`src/rtl/prover_compute_v_seq.sv`:
```
// prover_compute_v_seq: drives one prover_compute_v through a restart pass and one update pass per
// verifier challenge, deriving 1 - tau mod F_Q and flagging per-round evaluations and the final value.
module prover_compute_v_seq #(
   parameter int ngates = 8,
   parameter int nrounds = $clog2(ngates),
   parameter int F_NBITS = 61,
   parameter logic [F_NBITS-1:0] F_Q = {F_NBITS{1'b1}},
   localparam int rw = (nrounds > 0) ? $clog2(nrounds + 1) : 1
) (
   input  logic               clk,
   input  logic               rstb,
   input  logic               start,
   input  logic [F_NBITS-1:0] tau_in,
   input  logic               tau_valid,
   output logic               tau_ready,
   output logic               cv_en,
   output logic               cv_restart,
   output logic               cv_skip012,
   output logic [F_NBITS-1:0] cv_tau,
   output logic [F_NBITS-1:0] cv_m_tau_p1,
   input  logic               cv_ready_pulse,
   output logic               evals_valid,
   output logic [rw-1:0]      round,
   output logic               final_valid,
   output logic               busy
);

   if (nrounds != $clog2(ngates)) begin : g_bad_nrounds
      $error("nrounds is derived from ngates and must not be overridden");
   end
   if (ngates < 2) begin : g_bad_ngates
      $error("ngates must be at least 2");
   end

   typedef enum logic [1:0] {ST_IDLE, ST_KICK, ST_WAIT, ST_TAU} state_t;

   state_t state, state_n;
   logic restart_n, skip_n, en_n, evals_n, final_n, busy_n, last;
   logic [F_NBITS-1:0] tau_n, m_tau_n, m_tau;
   logic [F_NBITS:0] q_minus;
   logic [rw-1:0] round_n;

   // F_Q + 1 - tau wraps for tau = 0 and equals F_Q for tau = 1, so both are pinned explicitly
   assign q_minus = {1'b0, F_Q} + (F_NBITS + 1)'(1) - {1'b0, tau_in};
   assign m_tau = (tau_in == '0) ? F_NBITS'(1) : (tau_in == F_NBITS'(1)) ? '0 : q_minus[F_NBITS-1:0];
   assign last = round == rw'(nrounds - 1);

   always_comb begin
      state_n = state;
      restart_n = cv_restart;
      skip_n = cv_skip012;
      tau_n = cv_tau;
      m_tau_n = cv_m_tau_p1;
      round_n = round;
      busy_n = busy;
      en_n = 1'b0;
      evals_n = 1'b0;
      final_n = 1'b0;
      case (state)
         ST_IDLE: begin
            busy_n = start & ~busy;
            if (start && !busy) begin
               state_n = ST_KICK;
               restart_n = 1'b1;
               skip_n = 1'b0;
               round_n = '0;
            end
         end
         ST_KICK: begin
            en_n = 1'b1;
            state_n = ST_WAIT;
         end
         ST_WAIT: if (cv_ready_pulse) begin
            evals_n = ~cv_skip012;
            final_n = cv_skip012;
            state_n = cv_skip012 ? ST_IDLE : ST_TAU;
         end
         ST_TAU: if (tau_valid) begin
            tau_n = tau_in;
            m_tau_n = m_tau;
            restart_n = 1'b0;
            skip_n = last;
            round_n = last ? round : round + 1'b1;
            state_n = ST_KICK;
         end
         default: state_n = ST_IDLE;
      endcase
   end

   always_ff @(posedge clk or negedge rstb) begin
      if (!rstb) begin
         state <= ST_IDLE;
         tau_ready <= 1'b0;
         cv_en <= 1'b0;
         cv_restart <= 1'b0;
         cv_skip012 <= 1'b0;
         cv_tau <= '0;
         cv_m_tau_p1 <= '0;
         evals_valid <= 1'b0;
         round <= '0;
         final_valid <= 1'b0;
         busy <= 1'b0;
      end else begin
         state <= state_n;
         tau_ready <= state_n == ST_TAU;
         cv_en <= en_n;
         cv_restart <= restart_n;
         cv_skip012 <= skip_n;
         cv_tau <= tau_n;
         cv_m_tau_p1 <= m_tau_n;
         evals_valid <= evals_n;
         round <= round_n;
         final_valid <= final_n;
         busy <= busy_n;
      end
   end

endmodule

```
`config.mk`:
```
export PLATFORM = sky130hd
export DESIGN_NAME = prover_compute_v_seq
export DESIGN_NICKNAME = d
export VERILOG_FILES = /design/src/rtl/prover_compute_v_seq.sv
export SDC_FILE = /design/constraint.sdc
export NUM_CORES = 1
export LEC_CHECK = 0
export CAP_MARGIN = 10
export CORE_UTILIZATION = 42
export DETAILED_ROUTE_END_ITERATION = 10
export PLACE_DENSITY = 0.76
export SYNTH_ARGS = -nofsm -noshare
export SYNTH_HDL_FRONTEND = slang
export SYNTH_SLANG_ARGS = --single-unit
```
`constraint.sdc`:
```
create_clock -name clk -period 1.7 [get_ports clk]
set_input_delay 0.34 -clock clk [delete_from_list [all_inputs] [get_ports clk]]
set_output_delay 0.34 -clock clk [all_outputs]
set_load 0.02 [all_outputs]
```
**Word level (Yosys, flattened, before mapping)**

Cells that the tools add are included.

- Bits in registers: 133
- Latch bits: 0
- Bits in writable memories: 0
- ROM bits: 0
- Word-level logic and storage cells: 55
- Memories: 0

- Add/sub/neg operators: 2
- $mul: 0
- Divide/modulo/power cells: 0
- $lt $le $gt $ge: 0
- Eq/ne operators: 9
- Shift-type cells: 0
- Multiplexer cells: 22
- Bitwise logic cells: 3
- Reduce and logical (&&, ||, !) cells: 8

Operators with widths:

| kind | number |
|---|---|
| $mux 61 | 2 |
| $eq 61x1->1 const B | 1 |
| $logic_not 61->1 | 1 |
| $sub 1x61->61 const A | 1 |
| $mux 2 | 7 |
| $mux 1 | 9 |
| $eq 2x2->1 const B | 4 |
| $pmux 2 s4 | 1 |
| $ne 2x2->1 const B | 3 |
| $pmux 1 s2 | 2 |
| $pmux 2 s2 | 1 |
| $reduce_and 4->1 | 1 |
| $reduce_and 3->1 | 1 |
| $add 2x1->2 const B | 1 |
| $eq 2x1->1 const B | 1 |
| $logic_not 2->1 | 1 |
| $not 1->1 | 2 |
| $reduce_and 2->1 | 1 |
| $reduce_bool 2->1 | 1 |
| $and 1x1->1 | 1 |
| $logic_and 1x1->1 | 1 |
| $logic_not 1->1 | 1 |

**Logic depth before layout (Yosys ltp)**

- Word-level depth: 5
- Gate-level depth with buffers: 9

**Worst setup path after synthesis**

OpenSTA, ideal clock, no wires.

- Kind: input -> register
- From: input port tau_in[31]
- To: register cv_m_tau_p1[37]
- Setup time: 0.121 ns
- Arrival: 2.542 ns
- Required time: 1.579 ns
- Slack: -0.963 ns
- Stages on the path: 8
- Buffers on the path: 2
- Path through: or4_4 > or4_1 > or3_1 > nor4_4 > nor2_1 > buf_4 > buf_6 > a22o_1

- Word-level cells in the longest chain between the ends: 3

Ends and longest elaborated chain:

| what | RTL line | source |
|---|---|---|
| from (decl) | 13 | `input logic [F_NBITS-1:0] tau_in,` |
| $sub 1x61->61 or $eq 61x1->1 (tied branches) | 44, 45 |  |
| $mux 61 | 45 | `assign m_tau = (tau_in == '0) ? F_NBITS'(1) : (tau_in == F_NBITS'(1)) ? '0 : q_minus[F_NBITS-1:0];` |
| $mux 61 * | 45 |  |
| to (signal assigned) | 110 | `cv_m_tau_p1 <= m_tau_n;` |
| to (decl) | 20 | `output logic [F_NBITS-1:0] cv_m_tau_p1,` |

Mark *: on every way between the ends. The rest lies on a longest branch, timed or not.
A chain may end at the register's enable or synchronous reset.

**Worst setup path after layout**

- From: input port tau_in[29]
- To: register cv_m_tau_p1[59]

Same word-level chain as after synthesis.

==> out/results.env <==
NETS=1063
GRT_START_MAX_NET_PINS=58
SYNTH.TOP_CELL.AREA_SHARE=0.534
DR_TOTAL_VIAS=6240
SETUP_WS_PS=-536
CLKSINKCOUNT=133
POSTROUTEWIRELENGTH_UM=20500
DIE_WIDTH_UM=124
P_INT_mW=9.85
SYNTHESIS.AREA_PER_INSTANCE_UM2=9.47
LAYOUT.CELLS.MOST_COMMON_LIST='nand2_1 (215), buf_4 (137), dfrtp_1 (133), dlygate4sd2_1 (129), a22o_1 (39)'
SYNTH-SEQ-CELLS=133
FIN_CELLS=1191
POSTROUTEANTENNANETS=0
POWER-PER-CELL-AREA_nW_PER_UM2=1580
SYN_INST_COUNT=658
CLOCK-SKEW-FINAL_PS=7.92
WORSTPATHREQUIRED_PS=2000
SYNTH.YOSYS.SEQ_AREA_SHARE=0.534
SYNTH.LIB_CELLS_USED.DISTINCT=41
PRE_CTS_WS_PS=-1360
DPL_CELL_AREA_UM2=9410
MIN_DELAY_PATH_CLASS='input pin to flip-flop'
FIRST_PASS_ITERS=6
CLOCKROOTBUFFER='clkbuf_16'
CTS_MAX_PATH_BUFFERS=2
SETUP_REPAIR_AFTER_GLOBAL_ROUTING_MISSED_ITS_MARGIN='yes'
WL_PER_CELL_UM=17.2
ROW_COUNT=44
IO_PINS=197
CRIT_PATH_TOP_DELAY_CELL='or4_4'
GRT_PASS1_WL_UM=31500
YS_TOP_CELLS_BY_AREA='dfrtp_1 (53%), nand2_1 (13%), a22o_1 (5.5%)'
PATH_CLK_SLEW_PS=50
REPORT.POWER.TOTAL_mW=16.4
FF2FF_SETUP_SLACK_PS=140
DRT-VIAS-PER-INSTANCE=5.24
LEADING_CELL_TYPE_IN_THE_LAYOUT_FILL_AND_TAPS_EXCLUDED='nand2_1'
P_CLK_FRAC=0.222
SYN-NUM-NETS=727
SWSHARE=0.398
TRITONCTS.NUM_BUFFERS=17
FINALCRITPERIODSHARE=1.32
PEAKVDDDROP_V=0.000753
POST-ROUTE-UTIL=0.714
TRITONCTS='done'
FINALMAXSLEWVIOLATIONS=0
TIMING.MAX_CAP.VIOLATIONS=0
FMAX_MHz=447
TIMING.CRITICAL_PATH.CELLS='buf_6 > or4_4 > or4_4 > buf_4 > or4_4 > nor4_4 > xnor2_1 > a22o_1'
TOTAL_ROUTING_USAGE_REPORTED_BY_GLOBAL_ROUTING=0.273
CP_TOP_FAMILY='simple AND/OR/NAND/NOR gates'
COMBINATIONAL_FRACTION_OF_DESIGN_POWER=0.442
FP.DIEAREA_UM2=15300
CLOCK_INSERTION_DELAY_WORST_SKEW_PS=420
PLACEABLECOREAREA_UM2=14500
POST-ROUTE-MIN-PERIOD_PS=2240
GLOBALROUTE.TOTALOVERFLOW=0
RUN_STATUS='complete, but fails checks'
INITIAL_CORE_UTIL=0.430
END_KIND='flip-flop'
CRIT_PATH_START_KIND='input pin'
PLACE_CONGESTION=0.838
CTS_MAX_LEVEL=4
REG_POWER_FRAC=0.336
FINALHOLDVIOLCOUNT=0
WORST_PIN_SLEW_PS=369
CRIT_PATH_TOP_CELL_BY_COUNT='or4_4'
FIRST_ITER_VIOLATIONS=355
DETAILEDPLACEMENTHPWL_UM=13900
SETUP.WORST_PATH.CLASS='input pin to flip-flop'
POWER.SWITCHING_mW=6.51
POSTLAYOUTCELLAREA_UM2=10300
DRC=0
CRITICAL_PATH.MAX_STAGE_DELAY_PS=530
FINAL-SETUP-VIOL-COUNT=61
PORT-BUFFER-COUNT=196
LEAKAGEPOWER_nW=5.28
RELATIVE_SLEW_SLACK=0.751
YS.WARNINGS.COUNT=0
CHIPHEIGHT_UM=124
AREAGROWTHSYNTHTOFINISH_PCT=66.1
CP.ARRIVAL_PS=2540
CRIT_BUF_INV=2
CRITPATHMAXFANOUT=6
SYN-CELL-AREA_UM2=6230
POST_ROUTE_CELLS_DRIVE_ABOVE_1_SHARE=0.239
SYNTH_TOP_CELL_BY_AREA='dfrtp_1'
PLACED_CELLS=1138
GRT_PASS1_VIAS=6040
ANTENNA_CELLS=0
GRT_ANTENNA_BEFORE_REPAIR=0
FAILED_CHECKS='setup timing'
## worst paths after layout
| check | endpoint | cells past startpoint | start |
|---|---|---|---|
| max | cv_m_tau_p1[59] | 8 | tau_in[29] |
| min | cv_tau[32] | 4 | tau_in[32] |
| max reg2reg | cv_m_tau_p1[4] | 4 | state[0] |
| min reg2reg | cv_tau[51] | 2 | cv_tau[51] |
| max in group asynchronous | cv_tau[25] | 3 | rstb |
| min in group asynchronous | cv_tau[50] | 2 | rstb |
## kinds of logic after synthesis
family | share of synthesized area
xor+xnor | 0.0787
simple gates | 0.251
buf+inv | 0.0273
compound gates | 0.101
mux | 0.00181
fa+ha+maj | 0.00603
flops | 0.534
## registers in the layout, summed over array words and instances (netlist names)
| signal | cells |
|---|---|
| cv_en | 1 |
| cv_restart | 1 |
| state | 2 |
| cv_m_tau_p1 | 61 |
| cv_tau | 61 |
| tau_ready | 1 |
| cv_skip012 | 1 |
| round | 2 |
| evals_valid | 1 |
| busy | 1 |
| final_valid | 1 |
## cell usage after synthesis, drive strengths merged
| cell | n |
|---|---|
| nand3 | 15 |
| or3 | 9 |
| a21boi | 1 |
| nor4b | 1 |
| o31a | 1 |
| nand4b | 2 |
| nor2 | 35 |
| o21ai | 7 |
| nor4bb | 3 |
| a21oi | 2 |
| a22o | 39 |
| nand2 | 216 |
| nor3b | 2 |
| xnor2 | 28 |
| and3 | 3 |
| or2 | 1 |
| clkbuf | 27 |
| o41ai | 2 |
| ha | 3 |
| buf | 9 |
| mux2 | 1 |
| nand2b | 4 |
| a32o | 2 |
| o31ai | 23 |
| or4 | 9 |
| a31oi | 1 |
| inv | 4 |
| nor3 | 14 |
| xor2 | 28 |
| dfrtp | 133 |
| nor2b | 2 |
| nor4 | 21 |
| nand4 | 6 |
| o211ai | 1 |
| and2 | 3 |
## per-layer routing
layer | up-vias | GRT usage | part of all wire
met5 | - | 0 | 0
met4 | 0 | 0.118 | 0.025
met3 | 39 | 0.0462 | 0.058
met2 | 225 | 0.428 | 0.48
met1 | 3029 | 0.371 | 0.44
li1 | 2947 | - | -
## layout make-up
class,instances,area (um2)
clock buffer,23,488
multi-input combinational,491,3060
clock inverter,9,100
tap,184,230
sequential,133,3330
inverter,4,15.0
fill,1099,4140
timing repair buffer,347,3120
## power by group through the flow
stage          sequential, mW  clock [mW]  combinational, mW
5_1_grt                  5.67        3.83               7.83
3_3_place_gp             5.54           0               7.96
2_1_floorplan            7.24           0               2.21
3_5_place_dp             5.56           0               8.12
6_report                 5.49        3.63               7.24
4_1_cts                  5.50        3.67               7.24
## through the flow
step                      hold WS, ps  setup TNS (ps)
after floorplan                  44.4          -45830
after global placement            252          -75750
after detailed placement          253          -79020
after CTS                         216          -45560
after global routing              211          -32550
final                             205          -29480
## worst min-delay path, stage by stage
cell and delay (ps):
buf_6 70, buf_4 100, nand2_1 40, nand2_1 40
## repair_timing
action | 4_1_cts | 5_1_grt
hold buffers | 1 | 0
hold endpoints to repair | 33 | 0
resized for setup | 160 | 75
buffers inserted | 3 | 10
cloned | 7 | 0
pin swaps | 21 | 36
endpoints found under the setup margin | 190 | 62
Note: power is estimated with default switching activity, not from simulation.
